--- config.mk ---
export PLATFORM = sky130hd
export DESIGN_NAME = march_element_sequencer_flat
export DESIGN_NICKNAME = d
export VERILOG_FILES = /design/src/rtl/march_element_sequencer_pkg.sv /design/src/rtl/march_element_sequencer_if.sv /design/src/rtl/march_element_sequencer_addr_counter.sv /design/src/rtl/march_element_sequencer.sv /design/src/flat_wrapper.sv
export SDC_FILE = /design/constraint.sdc
export NUM_CORES = 1
export LEC_CHECK = 0
export BUFFER_PORTS_ARGS = -buffer_cell sky130_fd_sc_hd__clkbuf_2
export CORE_ASPECT_RATIO = 0.75
export CORE_UTILIZATION = 54
export CTS_CLUSTER_SIZE = 24
export DETAILED_ROUTE_END_ITERATION = 8
export HOLD_SLACK_MARGIN = 0.15
export PLACE_DENSITY = 0.84
export SYNTH_ARGS = -nofsm -noshare
export SYNTH_HDL_FRONTEND = slang
export SYNTH_SLANG_ARGS = --single-unit
--- constraint.sdc ---
create_clock -name clk -period 4.2 [get_ports clk]
set_input_delay 0.21 -clock clk [delete_from_list [all_inputs] [get_ports clk]]
set_output_delay 0.21 -clock clk [all_outputs]
set_load 0.005 [all_outputs]
--- src/rtl/march_element_sequencer_pkg.sv ---
// march_element_sequencer_pkg: shared op codes, width defaults and FSM state encodings
package march_element_sequencer_pkg;
    localparam int NOPS_DEF = 4;
    localparam int OPW_DEF  = 4;
    typedef enum logic [3:0] {OP_NOP = 4'd0, OP_WR = 4'd1, OP_RD = 4'd2} op_e;
    typedef enum logic [1:0] {IDLE = 2'd0, RUN = 2'd1, DONE = 2'd2} state_t;
endpackage

--- src/rtl/march_element_sequencer_if.sv ---
// march_element_sequencer_if: instruction-register fields in, memory/comparator strobes out
// master: sequencer side (takes start/updwn_in/op_in/op_cnt_in/pol_in/data_in, drives hold_out/busy/mem_*/cmp_en/exp_data/elem_done)
// slave: environment side, directions mirrored
// PMBIST_ADDR_LIMIT_EN adds addr_last_in (last address of the walk)
interface march_element_sequencer_if #(
    parameter int AW   = 8,
    parameter int DW   = 8,
    parameter int NOPS = 4,
    parameter int OPW  = 4
);
    logic                     start;
    logic                     updwn_in;
    logic [NOPS*OPW-1:0]      op_in;
    logic [$clog2(NOPS)-1:0]  op_cnt_in;
    logic [NOPS-1:0]          pol_in;
    logic [DW-1:0]            data_in;
`ifdef PMBIST_ADDR_LIMIT_EN
    logic [AW-1:0]            addr_last_in;
`endif
    logic                     hold_out;
    logic                     busy;
    logic [AW-1:0]            mem_addr;
    logic                     mem_we;
    logic                     mem_re;
    logic [DW-1:0]            mem_wdata;
    logic                     cmp_en;
    logic [DW-1:0]            exp_data;
    logic                     elem_done;
    modport master (
        input  start, updwn_in, op_in, op_cnt_in, pol_in, data_in,
`ifdef PMBIST_ADDR_LIMIT_EN
        input  addr_last_in,
`endif
        output hold_out, busy, mem_addr, mem_we, mem_re, mem_wdata, cmp_en, exp_data, elem_done
    );
    modport slave (
        output start, updwn_in, op_in, op_cnt_in, pol_in, data_in,
`ifdef PMBIST_ADDR_LIMIT_EN
        output addr_last_in,
`endif
        input  hold_out, busy, mem_addr, mem_we, mem_re, mem_wdata, cmp_en, exp_data, elem_done
    );
endinterface

--- src/rtl/march_element_sequencer_addr_counter.sv ---
// march_addr_counter: loadable up/down address counter flagging the terminal address
// load: count <= updwn ? 0 : last; step: count +/- 1; at_end: count is the terminal value for updwn
module march_addr_counter #(
    parameter int AW = 8
) (
    input  logic          clk,
    input  logic          rst_n,
    input  logic          load,
    input  logic          step,
    input  logic          updwn,
    input  logic [AW-1:0] last,
    output logic [AW-1:0] addr,
    output logic          at_end
);
    assign at_end = addr == (updwn ? last : '0);
    always_ff @(posedge clk) begin
        if (!rst_n) addr <= '0;
        else if (load) addr <= updwn ? '0 : last;
        else if (step) addr <= updwn ? addr + 1'b1 : addr - 1'b1;
    end
endmodule

--- src/rtl/march_element_sequencer.sv ---
// march_element_sequencer: runs one march element over the address space, one single op per cycle
// clk/rst_n (sync, active-low); bus: march_element_sequencer_if.master
// PMBIST_ADDR_LIMIT_EN: last address comes from addr_last_in (captured on start) instead of 2^AW-1
module march_element_sequencer
    import march_element_sequencer_pkg::*;
#(
    parameter int AW   = 8,
    parameter int DW   = 8,
    parameter int NOPS = NOPS_DEF,
    parameter int OPW  = OPW_DEF
) (
    input logic                       clk,
    input logic                       rst_n,
    march_element_sequencer_if.master bus
);
    localparam int CW = $clog2(NOPS);
    state_t         state, state_nx;
    logic [CW-1:0]  idx, idx_nx;
    logic [AW-1:0]  addr, last;
    logic [OPW-1:0] cur_op;
    logic [DW-1:0]  cur_data, rexp;
    logic           is_run, last_op, at_end, load, step, is_wr, is_rd;
    assign is_run   = state == RUN;
    assign cur_op   = bus.op_in[idx*OPW +: OPW];
    assign cur_data = bus.data_in ^ {DW{bus.pol_in[idx]}};
    assign last_op  = idx == bus.op_cnt_in;
    assign is_wr    = is_run && cur_op == OPW'(OP_WR);
    assign is_rd    = is_run && cur_op == OPW'(OP_RD);
    assign load     = state == IDLE && bus.start;
    // terminal check comes before stepping so the address never wraps
    assign step     = is_run && last_op && !at_end;
`ifdef PMBIST_ADDR_LIMIT_EN
    logic [AW-1:0] last_q;
    always_ff @(posedge clk) begin
        if (!rst_n) last_q <= '0;
        else if (load) last_q <= bus.addr_last_in;
    end
    // the live value is needed on the load edge for a descending start address
    assign last = load ? bus.addr_last_in : last_q;
`else
    assign last = '1;
`endif
    march_addr_counter #(.AW(AW)) u_cnt (
        .clk   (clk),
        .rst_n (rst_n),
        .load  (load),
        .step  (step),
        .updwn (bus.updwn_in),
        .last  (last),
        .addr  (addr),
        .at_end(at_end)
    );
    assign bus.hold_out  = bus.start | is_run;
    assign bus.busy      = state != IDLE;
    assign bus.elem_done = state == DONE;
    always_comb begin
        state_nx = state;
        idx_nx   = idx;
        state_nx = load ? RUN : (is_run && last_op && at_end) ? DONE : (state == DONE) ? IDLE : state;
        idx_nx   = (!is_run || last_op) ? '0 : idx + 1'b1;
    end
    always_ff @(posedge clk) begin
        if (!rst_n) begin
            state         <= IDLE;
            idx           <= '0;
            rexp          <= '0;
            bus.mem_addr  <= '0;
            bus.mem_we    <= 1'b0;
            bus.mem_re    <= 1'b0;
            bus.mem_wdata <= '0;
            bus.cmp_en    <= 1'b0;
            bus.exp_data  <= '0;
        end else begin
            state         <= state_nx;
            idx           <= idx_nx;
            rexp          <= is_rd ? cur_data : '0;
            bus.mem_addr  <= is_run ? addr : '0;
            bus.mem_we    <= is_wr;
            bus.mem_re    <= is_rd;
            bus.mem_wdata <= is_wr ? cur_data : '0;
            bus.cmp_en    <= bus.mem_re;
            bus.exp_data  <= rexp;
        end
    end
endmodule

--- src/flat_wrapper.sv ---
// flat-port wrapper written by rule: the top's interface ports become plain ports
module march_element_sequencer_flat import march_element_sequencer_pkg::*;
#(
    parameter int AW   = 8,
    parameter int DW   = 8,
    parameter int NOPS = NOPS_DEF,
    parameter int OPW  = OPW_DEF
)
  (clk, rst_n, bus_start, bus_updwn_in, bus_op_in, bus_op_cnt_in, bus_pol_in, bus_data_in, bus_hold_out, bus_busy, bus_mem_addr, bus_mem_we, bus_mem_re, bus_mem_wdata, bus_cmp_en, bus_exp_data, bus_elem_done);
  march_element_sequencer_if #(.AW(AW), .DW(DW), .NOPS(NOPS), .OPW(OPW)) bus_i ();
  input logic clk;
  input logic rst_n;
  input wire logic [$bits(bus_i.start)-1:0] bus_start;
  input wire logic [$bits(bus_i.updwn_in)-1:0] bus_updwn_in;
  input wire logic [$bits(bus_i.op_in)-1:0] bus_op_in;
  input wire logic [$bits(bus_i.op_cnt_in)-1:0] bus_op_cnt_in;
  input wire logic [$bits(bus_i.pol_in)-1:0] bus_pol_in;
  input wire logic [$bits(bus_i.data_in)-1:0] bus_data_in;
  output wire logic [$bits(bus_i.hold_out)-1:0] bus_hold_out;
  output wire logic [$bits(bus_i.busy)-1:0] bus_busy;
  output wire logic [$bits(bus_i.mem_addr)-1:0] bus_mem_addr;
  output wire logic [$bits(bus_i.mem_we)-1:0] bus_mem_we;
  output wire logic [$bits(bus_i.mem_re)-1:0] bus_mem_re;
  output wire logic [$bits(bus_i.mem_wdata)-1:0] bus_mem_wdata;
  output wire logic [$bits(bus_i.cmp_en)-1:0] bus_cmp_en;
  output wire logic [$bits(bus_i.exp_data)-1:0] bus_exp_data;
  output wire logic [$bits(bus_i.elem_done)-1:0] bus_elem_done;
  assign bus_i.start = bus_start;
  assign bus_i.updwn_in = bus_updwn_in;
  assign bus_i.op_in = bus_op_in;
  assign bus_i.op_cnt_in = bus_op_cnt_in;
  assign bus_i.pol_in = bus_pol_in;
  assign bus_i.data_in = bus_data_in;
  assign bus_hold_out = bus_i.hold_out;
  assign bus_busy = bus_i.busy;
  assign bus_mem_addr = bus_i.mem_addr;
  assign bus_mem_we = bus_i.mem_we;
  assign bus_mem_re = bus_i.mem_re;
  assign bus_mem_wdata = bus_i.mem_wdata;
  assign bus_cmp_en = bus_i.cmp_en;
  assign bus_exp_data = bus_i.exp_data;
  assign bus_elem_done = bus_i.elem_done;
  march_element_sequencer #(.AW(AW), .DW(DW), .NOPS(NOPS), .OPW(OPW)) u_core (.clk(clk), .rst_n(rst_n), .bus(bus_i));
endmodule
Word level (Yosys, flattened, before mapping)

Cells that the tools add are included.

Output and inout bits: 30
Bits in registers: 47
Input port bits: 34
Word-level logic and storage cells: 54

Order comparisons: 1
Reductions and logical operators: 19
Shifts and indexed selects: 1
Muxes and demuxes: 10
Eq/ne operators: 6
Bitwise operators: 3
Add/subtract/negate cells: 3

Operators by type and width:

| kind                                                | number |
|---|---|
| 2-to-1 mux 8 bit                                    | 5 |
| indexed part select 16 x 5 -> 4 bit                 | 1 |
| adder 8 x 1 -> 8 bit, second input constant         | 1 |
| equality test 8 bit                                 | 1 |
| subtractor 8 x 1 -> 8 bit, second input constant    | 1 |
| bitwise XOR 8 bit                                   | 1 |
| logical AND 1 bit                                   | 6 |
| AND reduction 2 bit                                 | 3 |
| nonzero test 2 bit                                  | 3 |
| equality test 4 x 1 -> 1 bit, second input constant | 1 |
| equality test 4 x 2 -> 1 bit, second input constant | 1 |
| 2-to-1 mux 2 bit                                    | 2 |
| OR reduction 2 bit                                  | 2 |
| < comparator 2 x 3 -> 1 bit, second input constant  | 1 |
| nonzero test 3 bit                                  | 1 |
| adder 2 x 1 -> 2 bit, second input constant         | 1 |
| binary-select mux 1 bit (select 2 bit)              | 1 |
| equality test 2 x 1 -> 1 bit, second input constant | 1 |
| equality test 2 bit                                 | 1 |
| equality test 2 bit, second input constant          | 1 |
| zero test 1 bit                                     | 2 |
| zero test 2 bit                                     | 1 |
| 2-to-1 mux 1 bit                                    | 2 |
| logical OR 1 bit                                    | 1 |
| 2 further kinds                                     | 2 |

Logic depth before layout (Yosys ltp)

Gate-level depths: netlist of run 1.

Depth after elaboration: 6
Mapped depth: 9
Gate-level depth less buffers: 7

By module

A second synthesis of run 1 with hierarchy kept.

Cell total of the unflattened synthesis: 240
Area, all modules: 2358.5 µm²

By module, submodules not included:

| module                  | seq. area each (µm²) | area each (µm²) | instances | cells each |
|---|---|---|---|---|
| march_element_sequencer | 780.7                | 1473.9          | 1         | 128 |
| march_addr_counter      | 160.2                | 884.6           | 1         | 112 |

Least setup slack after synthesis of run 1

OpenSTA, ideal clock, no wires.

Path kind: in2reg
Start: input port bus_updwn_in
End: register u_core.u_cnt.addr[7]
Stages on the path: 8
Arrival time: 1.922 ns
Required time: 4.119 ns
Library setup time: 0.081 ns
Buffers on the path: 1
Slack: 2.198 ns
Cell sequence: inv_1 -> ha_1 -> buf_2 -> nand3_1 -> a211o_1 -> nand2_2 -> or4_1 -> a41oi_1

Longest elaborated chain between the ends: 5
Elaborated cells between the ends (all ways): 9
Classes of those cells: eq/ne: 1; mux: 5; reduce/logical: 3

RTL lines:

| what                         | RTL line                                   | text |
|---|---|---|
| from (decl)                  | flat_wrapper.sv:14                         | `input wire logic [$bits(bus_i.updwn_in)-1:0] bus_updwn_in;` |
| 2-to-1 mux 8 bit             | march_element_sequencer_addr_counter.sv:15 | `assign at_end = addr == (updwn ? last : '0);` |
| equality test 8 bit          | march_element_sequencer_addr_counter.sv:15 |  |
| zero test 1 bit              | march_element_sequencer.sv:31              | `assign step = is_run && last_op && !at_end;` |
| logical AND 1 bit            | march_element_sequencer.sv:31              |  |
| nonzero test 2 bit (no line) | --                                         |  |
| to (signal assigned)         | march_element_sequencer_addr_counter.sv:18 | `else if (load) addr <= updwn ? '0 : last;` |
| to (signal assigned)         | march_element_sequencer_addr_counter.sv:19 | `else if (step) addr <= updwn ? addr + 1'b1 : addr - 1'b1;` |
| to (decl)                    | march_element_sequencer_addr_counter.sv:12 | `output logic [AW-1:0] addr,` |

Several ways; a longest one is shown, not always the timed one. The select of a mux whose other input is x is not followed.
A chain may end at the register's enable or synchronous reset.

Worst setup path after layout of run 1

Start: register u_core.u_cnt.addr[0]
End: register u_core.u_cnt.addr[6]

Longest elaborated chain between the ends: 4
Elaborated cells between the ends (all ways): 9
Classes of those cells: add/sub: 2; eq/ne: 1; mux: 3; reduce/logical: 3

RTL lines:

| what                                                          | RTL line |
|---|---|
| subtractor 8 x 1 -> 8 bit, or another cell as far along       | march_element_sequencer_addr_counter.sv:19 |
| 2-to-1 mux 8 bit / zero test 1 bit (equally long branches)    | march_element_sequencer_addr_counter.sv:19, march_element_sequencer.sv:31 |
| 2-to-1 mux 8 bit / logical AND 1 bit (equally long branches)  | march_element_sequencer_addr_counter.sv:19, march_element_sequencer.sv:31 |
| 2-to-1 mux 8 bit / nonzero test 2 bit (equally long branches) | -- |

Several ways; a longest one is shown, not always the timed one. The select of a mux whose other input is x is not followed.

==> results of run 1 <==
-- sequential cells by signal, indices dropped and copies added (netlist names) --
| name | flops |
|---|---|
| u_core.bus.mem_addr | 8 |
| u_core.bus.mem_re | 1 |
| u_core.bus.mem_we | 1 |
| u_core.bus.mem_wdata | 8 |
| u_core.rexp | 8 |
| u_core.idx | 2 |
| u_core.bus.exp_data | 8 |
| u_core.state | 2 |
| u_core.u_cnt.addr | 8 |
| u_core.bus.cmp_en | 1 |
-- power groups by stage --
| stage | logic, mW | clock network (mW) | registers, mW |
|---|---|---|---|
| floorplan | 0.0910 | 0 | 0.474 |
| global placement | 0.124 | 0 | 0.479 |
| detailed placement | 0.126 | 0 | 0.479 |
| CTS | 0.127 | 0.339 | 0.468 |
| global route | 0.144 | 0.362 | 0.471 |
| finish | 0.127 | 0.336 | 0.469 |
-- worst paths after layout --
path	endpoint	slack [ps]	depth (start not counted)
hold / removal	u_core.rexp[0]$_SDFF_PN0_	180	3
setup / recovery	u_core.u_cnt.addr[6]$_SDFFE_PN0P_	2160	6
hold reg to reg	u_core.bus.exp_data[7]$_SDFF_PN0_	440	1
setup reg to reg	u_core.u_cnt.addr[6]$_SDFFE_PN0P_	2160	6
-- kinds of logic (layout without fill, tap and decap cells) --
| family | after synthesis | in the layout | share of synthesized area [%] |
|---|---|---|---|
| AO/OA/AOI/OAI | 41 | 41 | 13.55 |
| multiplexers | 4 | 4 | 3.846 |
| flip-flops | 47 | 47 | 45.91 |
| buffers and inverters | 19 | 81 | 4.151 |
| AND/OR/NAND/NOR | 85 | 85 | 21.98 |
| XOR/XNOR | 13 | 13 | 5.923 |
| adder cells (fa/ha/maj) | 7 | 7 | 4.640 |
-- layer usage --
layer | part of all wire, % | vias up | track usage, %
met5 | 0 | - | 0
met4 | 0.63 | 0 | 5.322
met3 | 8.1 | 4 | 7.482
met2 | 46 | 77 | 32.67
met1 | 46 | 767 | 30.64
li1 | - | 873 | -
-- worst register-to-register path: stages (launching register included) --
cell	delay (ps)
dfxtp_1	410
fa_1	460
a21o_1	180
a21oi_1	300
nor4_1	110
o311ai_0	350
o21ai_0	130
-- per-stage QoR --
step	setup slack, ps	utilization, %	cells
after CTS	2152	72.40	328
after detailed placement	1846	69.06	320
after global routing	1961	72.40	328
final	2155	72.40	328
after global placement	1927	69.06	320
after floorplan	2198	-	216
-- area by class of cell --
class | count | area [µm²]
clock inverter | 3 | 46.29
timing repair buffer | 63 | 315.3
sequential | 47 | 940.9
tap | 50 | 62.56
inverter | 10 | 37.54
fill | 281 | 950.9
clock buffer | 5 | 68.82
multi-input combinational | 150 | 1023
-- cell usage in the layout (no fill, tap or decap), drive strengths merged, types with 2 or more instances in the layout --
| cell type | n |
|---|---|
| a211oi | 3 |
| o211ai | 2 |
| or4 | 2 |
| inv | 11 |
| o21ai | 6 |
| or3b | 3 |
| xnor2 | 9 |
| mux4 | 3 |
| nand4 | 2 |
| nor3 | 5 |
| o311ai | 4 |
| nand3 | 8 |
| nand2b | 3 |
| nand2 | 15 |
| a21boi | 2 |
| xor2 | 4 |
| nor2 | 25 |
| clkbuf | 68 |
| and2 | 17 |
| dfxtp | 47 |
| ha | 6 |
| a21oi | 12 |
| a31oi | 3 |
==> reports/results.tsv, run 1 <==
metric	value	unit
Total Routed Length	3975	µm
top cells by area, synth	dfxtp_1 (46%), and2_1 (4.6%), nor2_1 (4.6%), xnor2_1 (3.8%), ha_1 (3.7%)	
routed vias	1721	
Reg clk slew, reported paths	90	ps
Die Area	4048	µm²
sum of negative setup slack	0	ps
Core Area	3446	µm²
Commonest cells post-synth	dfxtp_1 (47), nor2_1 (25), and2_1 (15), nand2_1 (14), a21oi_1 (12)	
Mapped Avg Cell Area	9.488	µm²
first-pass GRT wire length	6844	µm
number of global-route vias before repair	1552	
Slew Viols, Final	0	
share of layout cells above drive strength 1	30.22	%
hold path start	bus_data_in[0]	
WP data required	4380	ps
Worst VDD drop	230.1	µV
dominant synthesized flop cell	dfxtp_1	
Yosys Warn Count	0	
RSZ-0062 raised after global routing	false	
CTS sink cnt	47	
drt wl/cell	12.12	µm
PostCTS Resize Cnt	0	
Clk pwr share	36.1	%
Clock Skew	4.247	ps
ys async rst share	0	%
clk_lat worst skew	300	ps
Tot Pwr	0.9312	mW
Synth Register Bits	47	
Switch Pwr	0.2385	mW
Worst path top cell family by delay	compound AO/OA/AOI/OAI gates	
cell taking the most area after synthesis	dfxtp_1	
CTS tree	done	
initial antenna violation count	0	
Initial Util	59.48	%
sequential share of power	50.3	%
initial DRC count	79	
CP bufs+invs	0	
P_int	0.6927	mW
Post-CTS Hold Fix Bufs	0	
largest net degree at the start of global routing	17	
static leakage	1.113	nW
Comb pwr share	13.6	%
Worst Max-Slew Pin Slew	496.4	ps
power density cells	373.3	nW/µm²
Top-Level Pins	64	
register area share after synthesis	45.91	%
Post-DP HPWL	3053	µm
GRT Residual Overflow	0	
Area Growth Syn to Fin	21.73	%
DR DRC count	0	
ANT cells	0	
Setup Buffers After CTS	0	
Tightest Hold Check Type	input pin to register	
slowest cell delay on critical path	460	ps
cts bufs inserted	5	
CP Launch Type	register	
final antenna-violating net count	0	
routed vias/inst	5.247	
Hold WS	177.4	ps
FP Rows	18	
status	finished clean	
PortBufs	63	
Global Route Usage Sum	22.02	%
Cell Chain, Critical Path	fa_1, a21o_1, a21oi_1, nor4_1, o311ai_0, o21ai_0	
Netlist cell types	51	
drt pass-1 iters	7	
minimum clock period	2045	ps
final setup vio count	0	
switch share	25.62	%
Clock Tree Buf Depth	2	
Yosys top cell area share	45.91	%
top-count cell post-synth	dfxtp_1	
fin crit share	48.68	%
f_max	489.1	MHz
Chip Width	73.14	µm
Mapped Area	2049	µm²
routability cong.	0.9302	
Clock Tree Root	clkbuf_8	
DP Area	2380	µm²
Post-synth EDFFs	0	
final instance area	2495	µm²
critical path type	register to register	
Layout Nets	318	
Arr. time, crit path	2220	ps
Die Y	55.35	µm
CP max-delay cell	fa_1	
cell count after synthesis	216	
Syn Nets	257	
Setup crit start	u_core.u_cnt.addr[0]$_SDFFE_PN0P_	
critical path endpoint category	register	
largest fanout on the critical path	8	
Relative slew margins	66.78	%
FF-to-FF Start	u_core.u_cnt.addr[0]$_SDFFE_PN0P_	
max-cap viol count	0	
Hold Vio Cnt, Final	0	
H-Tree Depth	2	
Note: power is estimated with default switching activity, not from simulation.
==> run 2, diff against run 1 <==
--- a/config.mk
+++ b/config.mk
@@ -7,11 +7,11 @@
 export LEC_CHECK = 0
 export BUFFER_PORTS_ARGS = -buffer_cell sky130_fd_sc_hd__clkbuf_2
 export CORE_ASPECT_RATIO = 0.75
-export CORE_UTILIZATION = 54
+export CORE_UTILIZATION = 45
 export CTS_CLUSTER_SIZE = 24
 export DETAILED_ROUTE_END_ITERATION = 8
 export HOLD_SLACK_MARGIN = 0.15
-export PLACE_DENSITY = 0.84
+export PLACE_DENSITY = 0.74
 export SYNTH_ARGS = -nofsm -noshare
 export SYNTH_HDL_FRONTEND = slang
 export SYNTH_SLANG_ARGS = --single-unit
==> constraint.sdc (replaced) <==
create_clock -name clk -period 1.8 [get_ports clk]
set_input_delay 0.09 -clock clk [delete_from_list [all_inputs] [get_ports clk]]
set_output_delay 0.09 -clock clk [all_outputs]
set_load 0.005 [all_outputs]
==> run 2 against run 1 <==
The run now ends with negative setup slack left. Clock power up 130%. Die area up 19%. Cell count up 15%. Via count up 10%. Maximum frequency up 13%. Final area up 21%. Clock skew up 3.1 ps. Non-clock buffer count up 45. First-iteration DRC count up 13%. Sequential cell count unchanged. Count of clock-buffer cells in the layout unchanged. Global-route usage down 0.86 points. Critical path type unchanged.
==> reports/results.tsv, run 2 (synthesis results as in run 1) <==
metric	value	unit
ANT cells	0	
initial antenna violation count	0	
CTS sink cnt	47	
initial DRC count	89	
Layout Nets	363	
Relative slew margins	72.92	%
Worst Max-Slew Pin Slew	405.2	ps
Top-Level Pins	64	
Post-DP HPWL	3547	µm
GRT Residual Overflow	0	
final antenna-violating net count	0	
grt met1 use	28.39	%
routability cong.	0.8562	
f_max	551.6	MHz
Reg clk slew, reported paths	90	ps
cts bufs inserted	5	
Area Growth Syn to Fin	47.13	%
GR Util met2	34.31	%
final setup vio count	2	
Clock Tree Buf Depth	2	
dpl ws	-245.9	ps
Die Area	4831	µm²
max-cap viol count	0	
FF-to-FF Start	u_core.u_cnt.addr[0]$_SDFFE_PN0P_	
CTS tree	done	
Tightest Hold Check Type	input pin to register	
PortBufs	63	
FP Rows	20	
Setup WS post-layout	-12.91	ps
Tot Pwr	2.333	mW
largest net degree at the start of global routing	17	
number of global-route vias before repair	1729	
Arr. time, crit path	1990	ps
clk_lat worst skew	300	ps
routed vias/inst	5.029	
RSZ-0062 raised after global routing	true	
most common cell after layout, fill and taps aside	clkbuf_2	
power density cells	773.6	nW/µm²
routed vias	1901	
Hold Vio Cnt, Final	0	
Die Y	60.45	µm
CP Launch Type	register	
Core Area	4204	µm²
status	complete, but fails checks	
drt wl/cell	13.02	µm
hold path start	bus_start	
Worst VDD drop	561.8	µV
Clock Skew	7.332	ps
r2r endpoint	u_core.state[0]$_SDFFE_PN0P_	
Total Routed Length	4920	µm
Slew Viols, Final	0	
r2r worst-path depth	5	
fill count	309	
minimum clock period	1813	ps
static leakage	1.336	nW
placed insts	356	
DP Area	2623	µm²
failing checks	negative setup slack	
Min-Delay Endpoint	u_core.state[1]$_SDFFE_PP0P_	
Clock Tree Root	clkbuf_8	
H-Tree Depth	2	
critical path type	register to register	
final instance area	3015	µm²
GR peak layer	met2	
Hold WS	177.9	ps
WHS Path Cells	3	
first-pass GRT wire length	7734	µm
critical path endpoint category	register	
Initial Util	48.75	%
share of layout cells above drive strength 1	44.58	%
DR DRC count	0	
Chip Width	79.93	µm
most frequent cells in the layout	clkbuf_2 (63), dfxtp_1 (40), buf_4 (34), nor2_1 (25), and2_1 (15)	
met3 Resource Use GR	5.564	%
largest fanout on the critical path	5	
drt pass-1 iters	4	
fin crit share	100.7	%
flop-to-flop setup slack	-10	ps
WP data required	1980	ps
Global Route Usage Sum	21.15	%
non-filler instance count after layout	378	
==> run 2: final cells by class <==
cell class | count | area, µm² | share of cell area, %
Multi-Input combinational cell | 150 | 1147 | 38.05
Sequential cell | 47 | 952.2 | 31.58
Timing Repair Buffer | 108 | 690.7 | 22.90
Clock buffer | 5 | 68.82 | 2.282
Tap cell | 55 | 68.82 | 2.282
Clock inverter | 3 | 46.29 | 1.535
Inverter | 10 | 41.29 | 1.369
==> run 2: per-stage QoR <==
step / setup TNS [ps] / utilization [%]
after floorplan: -16.02 / -
after global placement: -853.9 / 62.38
after detailed placement: -1191 / 62.38
after CTS: 0 / 69.52
after global routing: -210.5 / 71.73
final: -17.52 / 71.73
==> run 2: worst max-delay path, stage by stage, from the launching register on <==
cell and delay [ps]:
dfxtp_2 370, or3_1 350, a211o_1 380, or4_4 450, nand2_1 80, a21oi_1 60
==> run 2: report_power, final <==
group          total (mW)  leakage [nW]  switching, mW  internal, mW
registers            1.09         0.384         0.0254          1.07
logic               0.464         0.897          0.215         0.249
clock network       0.776        0.0548          0.357         0.418
total                2.33          1.34          0.598          1.73
==> run 2: timing repair <==
item / in CTS / in global routing
hold buffers: 10 / 0
endpoints found under the hold margin: 18 / 0
buffers inserted: 2 / 2
setup endpoints to repair: 20 / 23
pin swaps: 2 / 4
gates resized for setup: 13 / 16
==> run 2: worst max path at each step <==
stage	start	endpoint	slack (ps)
detailed placement	bus_updwn_in	u_core.u_cnt.addr[7]$_SDFFE_PN0P_	-250
global route	u_core.u_cnt.addr[0]$_SDFFE_PN0P_	u_core.state[0]$_SDFFE_PN0P_	-80
finish	u_core.u_cnt.addr[0]$_SDFFE_PN0P_	u_core.state[0]$_SDFFE_PN0P_	-10
CTS	u_core.u_cnt.addr[4]$_SDFFE_PN0P_	u_core.state[0]$_SDFFE_PN0P_	3
floorplan	bus_updwn_in	u_core.u_cnt.addr[7]$_SDFFE_PN0P_	-20
global placement	bus_updwn_in	u_core.u_cnt.addr[7]$_SDFFE_PN0P_	-190
==> run 2: routing by layer <==
layer,part of all wire (%),vias up
met3,7.7,2
met2,46,73
met4,0.51,0
li1,-,962
met5,0,-
met1,46,864
